===== config.mk =====
export PLATFORM = sky130hd
export DESIGN_NAME = vga_timing_gen_flat
export DESIGN_NICKNAME = d
export VERILOG_FILES = /design/src/rtl/vga_timing_gen_if.sv /design/src/rtl/vga_timing_gen.sv /design/src/flat_wrapper.sv
export SDC_FILE = /design/constraint.sdc
export NUM_CORES = 1
export LEC_CHECK = 0
export CELL_PAD_IN_SITES_DETAIL_PLACEMENT = 2
export CELL_PAD_IN_SITES_GLOBAL_PLACEMENT = 2
export CORE_UTILIZATION = 33
export DETAILED_ROUTE_END_ITERATION = 10
export PLACE_DENSITY = 0.88
export RECOVER_POWER = 50
export SLEW_MARGIN = 20
export SYNTH_ARGS = -nofsm -noshare
export SYNTH_HDL_FRONTEND = slang
export SYNTH_SLANG_ARGS = --single-unit

===== constraint.sdc =====
create_clock -name Clk -period 3.85 [get_ports Clk]
set_input_delay 0.77 -clock Clk [delete_from_list [all_inputs] [get_ports Clk]]
set_output_delay 0.77 -clock Clk [all_outputs]
set_load 0.05 [all_outputs]

===== src/rtl/vga_timing_gen_if.sv =====
// rtl/vga_timing_gen_if.sv - raster timing bundle between vga_timing_gen and the pixel renderer
interface vga_timing_gen_if #(
  parameter int CW = 10
);
  logic          en;
  logic [CW-1:0] hcount;
  logic [CW-1:0] vcount;
  logic          hsync;
  logic          vsync;
  logic          video_on;
  logic          line_start;
  logic          frame_start;

  // master: the timing generator; slave: the renderer that consumes the raster position
  modport master (
    input  en,
    output hcount, vcount, hsync, vsync, video_on, line_start, frame_start
  );

  modport slave (
    output en,
    input  hcount, vcount, hsync, vsync, video_on, line_start, frame_start
  );
endinterface


===== src/rtl/vga_timing_gen.sv =====
// rtl/vga_timing_gen.sv - parametrised VGA raster counters with registered sync/blank/markers
// Optional Clk/2 pixel divider: define VGA_TIMING_PIXDIV_EN.
module vga_timing_gen #(
  parameter int H_ACTIVE = 640,
  parameter int H_FP     = 16,
  parameter int H_SYNC   = 96,
  parameter int H_BP     = 48,
  parameter int V_ACTIVE = 480,
  parameter int V_FP     = 10,
  parameter int V_SYNC   = 2,
  parameter int V_BP     = 33,
  parameter int HS_POL   = 0,
  parameter int VS_POL   = 0,
  parameter int CW       = 10
) (
  input  logic           Clk,
  input  logic           reset,
  vga_timing_gen_if.master vga
);

  localparam int H_TOTAL = H_ACTIVE + H_FP + H_SYNC + H_BP;
  localparam int V_TOTAL = V_ACTIVE + V_FP + V_SYNC + V_BP;

  localparam logic [CW-1:0] H_LAST     = CW'(H_TOTAL - 1);
  localparam logic [CW-1:0] V_LAST     = CW'(V_TOTAL - 1);
  localparam logic [CW-1:0] H_VIS      = CW'(H_ACTIVE);
  localparam logic [CW-1:0] V_VIS      = CW'(V_ACTIVE);
  localparam logic [CW-1:0] HS_FIRST   = CW'(H_ACTIVE + H_FP);
  localparam logic [CW-1:0] HS_LAST    = CW'(H_ACTIVE + H_FP + H_SYNC - 1);
  localparam logic [CW-1:0] VS_FIRST   = CW'(V_ACTIVE + V_FP);
  localparam logic [CW-1:0] VS_LAST    = CW'(V_ACTIVE + V_FP + V_SYNC - 1);
  localparam logic          HS_ACT     = (HS_POL != 0);
  localparam logic          VS_ACT     = (VS_POL != 0);

  logic tick;
  logic adv;

`ifdef VGA_TIMING_PIXDIV_EN
  logic div_q;

  // Starts at 0 so the first advance after release happens on the second Clk.
  always_ff @(posedge Clk) begin
    if (reset) begin
      div_q <= 1'b0;
    end else begin
      div_q <= ~div_q;
    end
  end

  assign tick = div_q;
`else
  assign tick = 1'b1;
`endif

  assign adv = vga.en & tick;

  logic [CW-1:0] hcount_q;
  logic [CW-1:0] vcount_q;
  logic          hsync_q;
  logic          vsync_q;
  logic          video_on_q;
  logic          line_start_q;
  logic          frame_start_q;

  logic          h_wrap;
  logic          v_wrap;
  logic [CW-1:0] h_next;
  logic [CW-1:0] v_next;
  logic          hs_on;
  logic          vs_on;
  logic          vis_next;

  // Everything is decoded from the next position so the registered outputs line up with the counters.
  always_comb begin
    h_wrap   = (hcount_q == H_LAST);
    v_wrap   = (vcount_q == V_LAST);
    h_next   = h_wrap ? '0 : hcount_q + 1'b1;
    v_next   = vcount_q;
    if (h_wrap) begin
      v_next = v_wrap ? '0 : vcount_q + 1'b1;
    end
    hs_on    = (h_next >= HS_FIRST) && (h_next <= HS_LAST);
    vs_on    = (v_next >= VS_FIRST) && (v_next <= VS_LAST);
    vis_next = (h_next < H_VIS) && (v_next < V_VIS);
  end

  always_ff @(posedge Clk) begin
    if (reset) begin
      hcount_q      <= H_LAST;
      vcount_q      <= V_LAST;
      hsync_q       <= ~HS_ACT;
      vsync_q       <= ~VS_ACT;
      video_on_q    <= 1'b0;
      line_start_q  <= 1'b0;
      frame_start_q <= 1'b0;
    end else if (adv) begin
      hcount_q      <= h_next;
      vcount_q      <= v_next;
      hsync_q       <= hs_on ? HS_ACT : ~HS_ACT;
      vsync_q       <= vs_on ? VS_ACT : ~VS_ACT;
      video_on_q    <= vis_next;
      line_start_q  <= h_wrap;
      frame_start_q <= h_wrap & v_wrap;
    end else begin
      line_start_q  <= 1'b0;
      frame_start_q <= 1'b0;
    end
  end

  assign vga.hcount      = hcount_q;
  assign vga.vcount      = vcount_q;
  assign vga.hsync       = hsync_q;
  assign vga.vsync       = vsync_q;
  assign vga.video_on    = video_on_q;
  assign vga.line_start  = line_start_q;
  assign vga.frame_start = frame_start_q;

endmodule


===== src/flat_wrapper.sv =====
// flat-port wrapper written by rule: the top's interface ports become plain ports
module vga_timing_gen_flat 
#(
  parameter int H_ACTIVE = 640,
  parameter int H_FP     = 16,
  parameter int H_SYNC   = 96,
  parameter int H_BP     = 48,
  parameter int V_ACTIVE = 480,
  parameter int V_FP     = 10,
  parameter int V_SYNC   = 2,
  parameter int V_BP     = 33,
  parameter int HS_POL   = 0,
  parameter int VS_POL   = 0,
  parameter int CW       = 10
)
  (Clk, reset, vga_en, vga_hcount, vga_vcount, vga_hsync, vga_vsync, vga_video_on, vga_line_start, vga_frame_start);
  vga_timing_gen_if #(.CW(CW)) vga_i ();
  input  logic Clk;
  input  logic reset;
  input wire logic [$bits(vga_i.en)-1:0] vga_en;
  output wire logic [$bits(vga_i.hcount)-1:0] vga_hcount;
  output wire logic [$bits(vga_i.vcount)-1:0] vga_vcount;
  output wire logic [$bits(vga_i.hsync)-1:0] vga_hsync;
  output wire logic [$bits(vga_i.vsync)-1:0] vga_vsync;
  output wire logic [$bits(vga_i.video_on)-1:0] vga_video_on;
  output wire logic [$bits(vga_i.line_start)-1:0] vga_line_start;
  output wire logic [$bits(vga_i.frame_start)-1:0] vga_frame_start;
  assign vga_i.en = vga_en;
  assign vga_hcount = vga_i.hcount;
  assign vga_vcount = vga_i.vcount;
  assign vga_hsync = vga_i.hsync;
  assign vga_vsync = vga_i.vsync;
  assign vga_video_on = vga_i.video_on;
  assign vga_line_start = vga_i.line_start;
  assign vga_frame_start = vga_i.frame_start;
  vga_timing_gen #(.H_ACTIVE(H_ACTIVE), .H_FP(H_FP), .H_SYNC(H_SYNC), .H_BP(H_BP), .V_ACTIVE(V_ACTIVE), .V_FP(V_FP), .V_SYNC(V_SYNC), .V_BP(V_BP), .HS_POL(HS_POL), .VS_POL(VS_POL), .CW(CW)) u_core (.Clk(Clk), .reset(reset), .vga(vga_i));
endmodule

==> results.cfg <==
[run_status]
status = completed

[place]
place.gp.congestion = 0.852
numPortBuffers = 27
dp_cells = 284
placed_area_mm2 = 0.00187
place_hpwl_um = 3520

[worst_setup_path]
required_ns = 4.05
crit_family = simple AND/OR/NAND/NOR gates
crit_top_cell = nand4_1
worstPathArrival_ns = 3.03
worst_setup_path_start_kind = register
cp_num_buf_inv = 1
worstSetupEndpointType = register
crit_path_top_delay_cell = nor3_1
setup.worst_path.class = reg -> reg
crit_path_max_incr_delay_ns = 0.64
cp_max_fo = 10
cp_cell_sequence = ha_1 > nand4_1 > nor3_1 > buf_4 > a311oi_1 > o211ai_1 > nand4_1 > a21oi_1

[final_layout]
instances_no_fill = 288
nFillCells = 550
regArea_um2 = 500
finalInstanceArea_mm2 = 0.00191
layout.nets = 229
multi_input_area_um2 = 963
final_util_pct = 40.4
drive_above_1_share_pct = 4.52
diodes = 0
synthToLayoutAreaGrowth_pct = 18.4

[drt]
vias_per_cell = 5.56
drt_iter0_markers = 59
drt_wl_total_um = 4810
ant_nets = 0
vias = 1602
post_drt_wl_per_cell_um = 16.7
route.detailed.drc = 0
dr.pass1.iters = 4

[clock_tree]
path_clk_slew_ns = 0.09
hold_buffers = 0
clk_latency_ns = 0.27
cts_tree = done
numCtsBuffers = 3
clock_sinks = 25
root_buffer = clkbuf_8
htree_levels = 1
clk_path_buf_depth = 2
ctsResizeCount = 0
cts_setup_buffers = 0

[global_routing]
grt_pass1_wl_um = 8100
grt_pass1_vias = 1592
overflow = 0
antenna_found_initial = 0
grt_usage_pct = 19.9
grt_max_degree = 17

[power_and_ir_drop]
p_sw_uw = 287
p_comb_share_pct = 34.2
power_frac_seq_pct = 43.2
ir_worst_vdd_v = 0.000131
p_leak_nw = 0.720
power_frac_clock_pct = 22.6
power_density_mw_per_mm2 = 374
swShare_pct = 40.2
p_int_uw = 427

[floorplanning]
initial_core_util_pct = 34.1
die_height_um = 71.9
ios = 28
die_w_um = 71.9
rows = 25
fp.coreArea_mm2 = 0.00472
die_area_mm2 = 0.00517

[yosys]
ys_warn_count = 0
synth-seq-cells = 25
synth_top_area_share_pct = 31.1
yosysTopAreaCell = dfxtp_1
async_flop_share_pct = 0
syn_inst = 205
syn_area_per_cell_um2 = 7.86
synth.distinct_cells = 52
synth_area_leaders = dfxtp_1 31%, nor2_1 4.7%, nand2_1 4.0%, nand4_1 3.5%, a21oi_1 3.4%
synth_seq_area_share_pct = 31.1
synth.most_common_cell = dfxtp_1
syn_area_mm2 = 0.00161
syn_nets = 212
synth_edf_count = 0
synth_common_cells = 25 x dfxtp_1, 20 x nor2_1, 17 x nand2_1
ys.flop_type = dfxtp_1

[sta]
rsz0062_at_grt = false
timing.final.crit_share_pct = 73.5
skew_ns = 0.00449
final_hold_viol_count = 0
max_slew_margin_pct = 52.8
tns_ns = 0
setup_viol = 0
worst_pin_slew_ns = 0.709
final-max-slew-violation-count = 0
fmax_ghz = 0.354
fin_crit_ns = 2.83

[worst_hold_path]
hp-class = reg -> reg

[job]
maxCapViolCount = 0
[cells by family after synthesis]
family	share of synthesized area, %
xor+xnor	3.80
simple gates	30.8
buf+inv	8.77
compound gates	21.2
fa+ha+maj	3.11
mux	1.24
flops	31.1
[worst reg2reg max path, cell delays in order, from the launching register on]
cell,delay (ns)
dfxtp_1,0.48
ha_1,0.26
nand4_1,0.37
nor3_1,0.64
buf_4,0.29
a311oi_1,0.11
o211ai_1,0.31
nand4_1,0.15
a21oi_1,0.14
[flip-flops by register name, indices dropped and copies added (netlist names)]
register	cells
u_core.vga.hsync	1
u_core.vga.frame_start	1
u_core.vga.line_start	1
u_core.vga.hcount	10
u_core.vga.vcount	10
u_core.vga.video_on	1
u_core.vga.vsync	1
[through the flow]
step                power (mW)  worst slack, ns  hold slack [ns]
floorplan                0.490             1.19            0.690
global placement         0.557             1.22            0.466
detailed placement       0.564             1.13            0.473
CTS                      0.729             1.17            0.488
global route             0.757            0.720            0.507
finish                   0.714             1.02            0.483
[power by group through the flow]
| stage | clock network [mW] | registers, mW | logic (mW) |
|---|---|---|---|
| floorplan | 0 | 0.355 | 0.135 |
| global placement | 0 | 0.315 | 0.243 |
| detailed placement | 0 | 0.315 | 0.249 |
| CTS | 0.169 | 0.309 | 0.250 |
| global route | 0.177 | 0.314 | 0.265 |
| finish | 0.162 | 0.309 | 0.244 |
[final timing paths]
check                                     from                                to  slack (ns)  cells after the start
max reg2reg  u_core.vga.hcount[0]$_SDFFE_PP1P_  u_core.vga.video_on$_SDFFE_PP0P_        1.02                      8
max          u_core.vga.hcount[0]$_SDFFE_PP1P_  u_core.vga.video_on$_SDFFE_PP0P_        1.02                      8
min reg2reg   u_core.vga.video_on$_SDFFE_PP0P_  u_core.vga.video_on$_SDFFE_PP0P_        0.48                      2
min           u_core.vga.video_on$_SDFFE_PP0P_  u_core.vga.video_on$_SDFFE_PP0P_        0.48                      2
[final cells by class]
| class | instances | share of cell area, % |
|---|---|---|
| inverter | 7 | 1.38 |
| tap | 67 | 4.39 |
| clock buffer | 4 | 2.36 |
| sequential | 25 | 26.2 |
| timing repair buffer | 30 | 15.1 |
| multi-input combinational | 155 | 50.5 |
[placed cells by master, fill, tap and decap left out, types with 3 or more instances in the layout]
master | Yosys | routed
nand2_1 | 17 | 17
o31ai_1 | 3 | 3
nand4_1 | 9 | 10
nor3_1 | 9 | 9
nor4_1 | 4 | 4
a311oi_1 | 3 | 3
dfxtp_1 | 25 | 25
dlygate4sd3_1 | 0 | 18
clkdlybuf4s50_1 | 1 | 9
nor2_1 | 20 | 20
nand2b_1 | 5 | 5
ha_1 | 4 | 4
inv_1 | 7 | 7
or3_1 | 3 | 3
a31oi_1 | 3 | 3
o21ai_0 | 11 | 11
and3_1 | 5 | 5
xor2_1 | 5 | 5
o21bai_1 | 5 | 5
a21oi_1 | 11 | 11
nand3_1 | 7 | 7
clkbuf_8 | 1 | 3
[layer usage]
layer / share of wire, % / vias to the layer above / wire [um] / GRT usage, %
met5: 0 / - / 0 / 0
met4: 0.87 / 0 / 42 / 5.23
met3: 1.6 / 4 / 75 / 2.39
met2: 48 / 18 / 2310 / 33.2
met1: 49 / 802 / 2380 / 27.1
li1: - / 778 / - / -
Note: power is estimated with default switching activity, not from simulation.
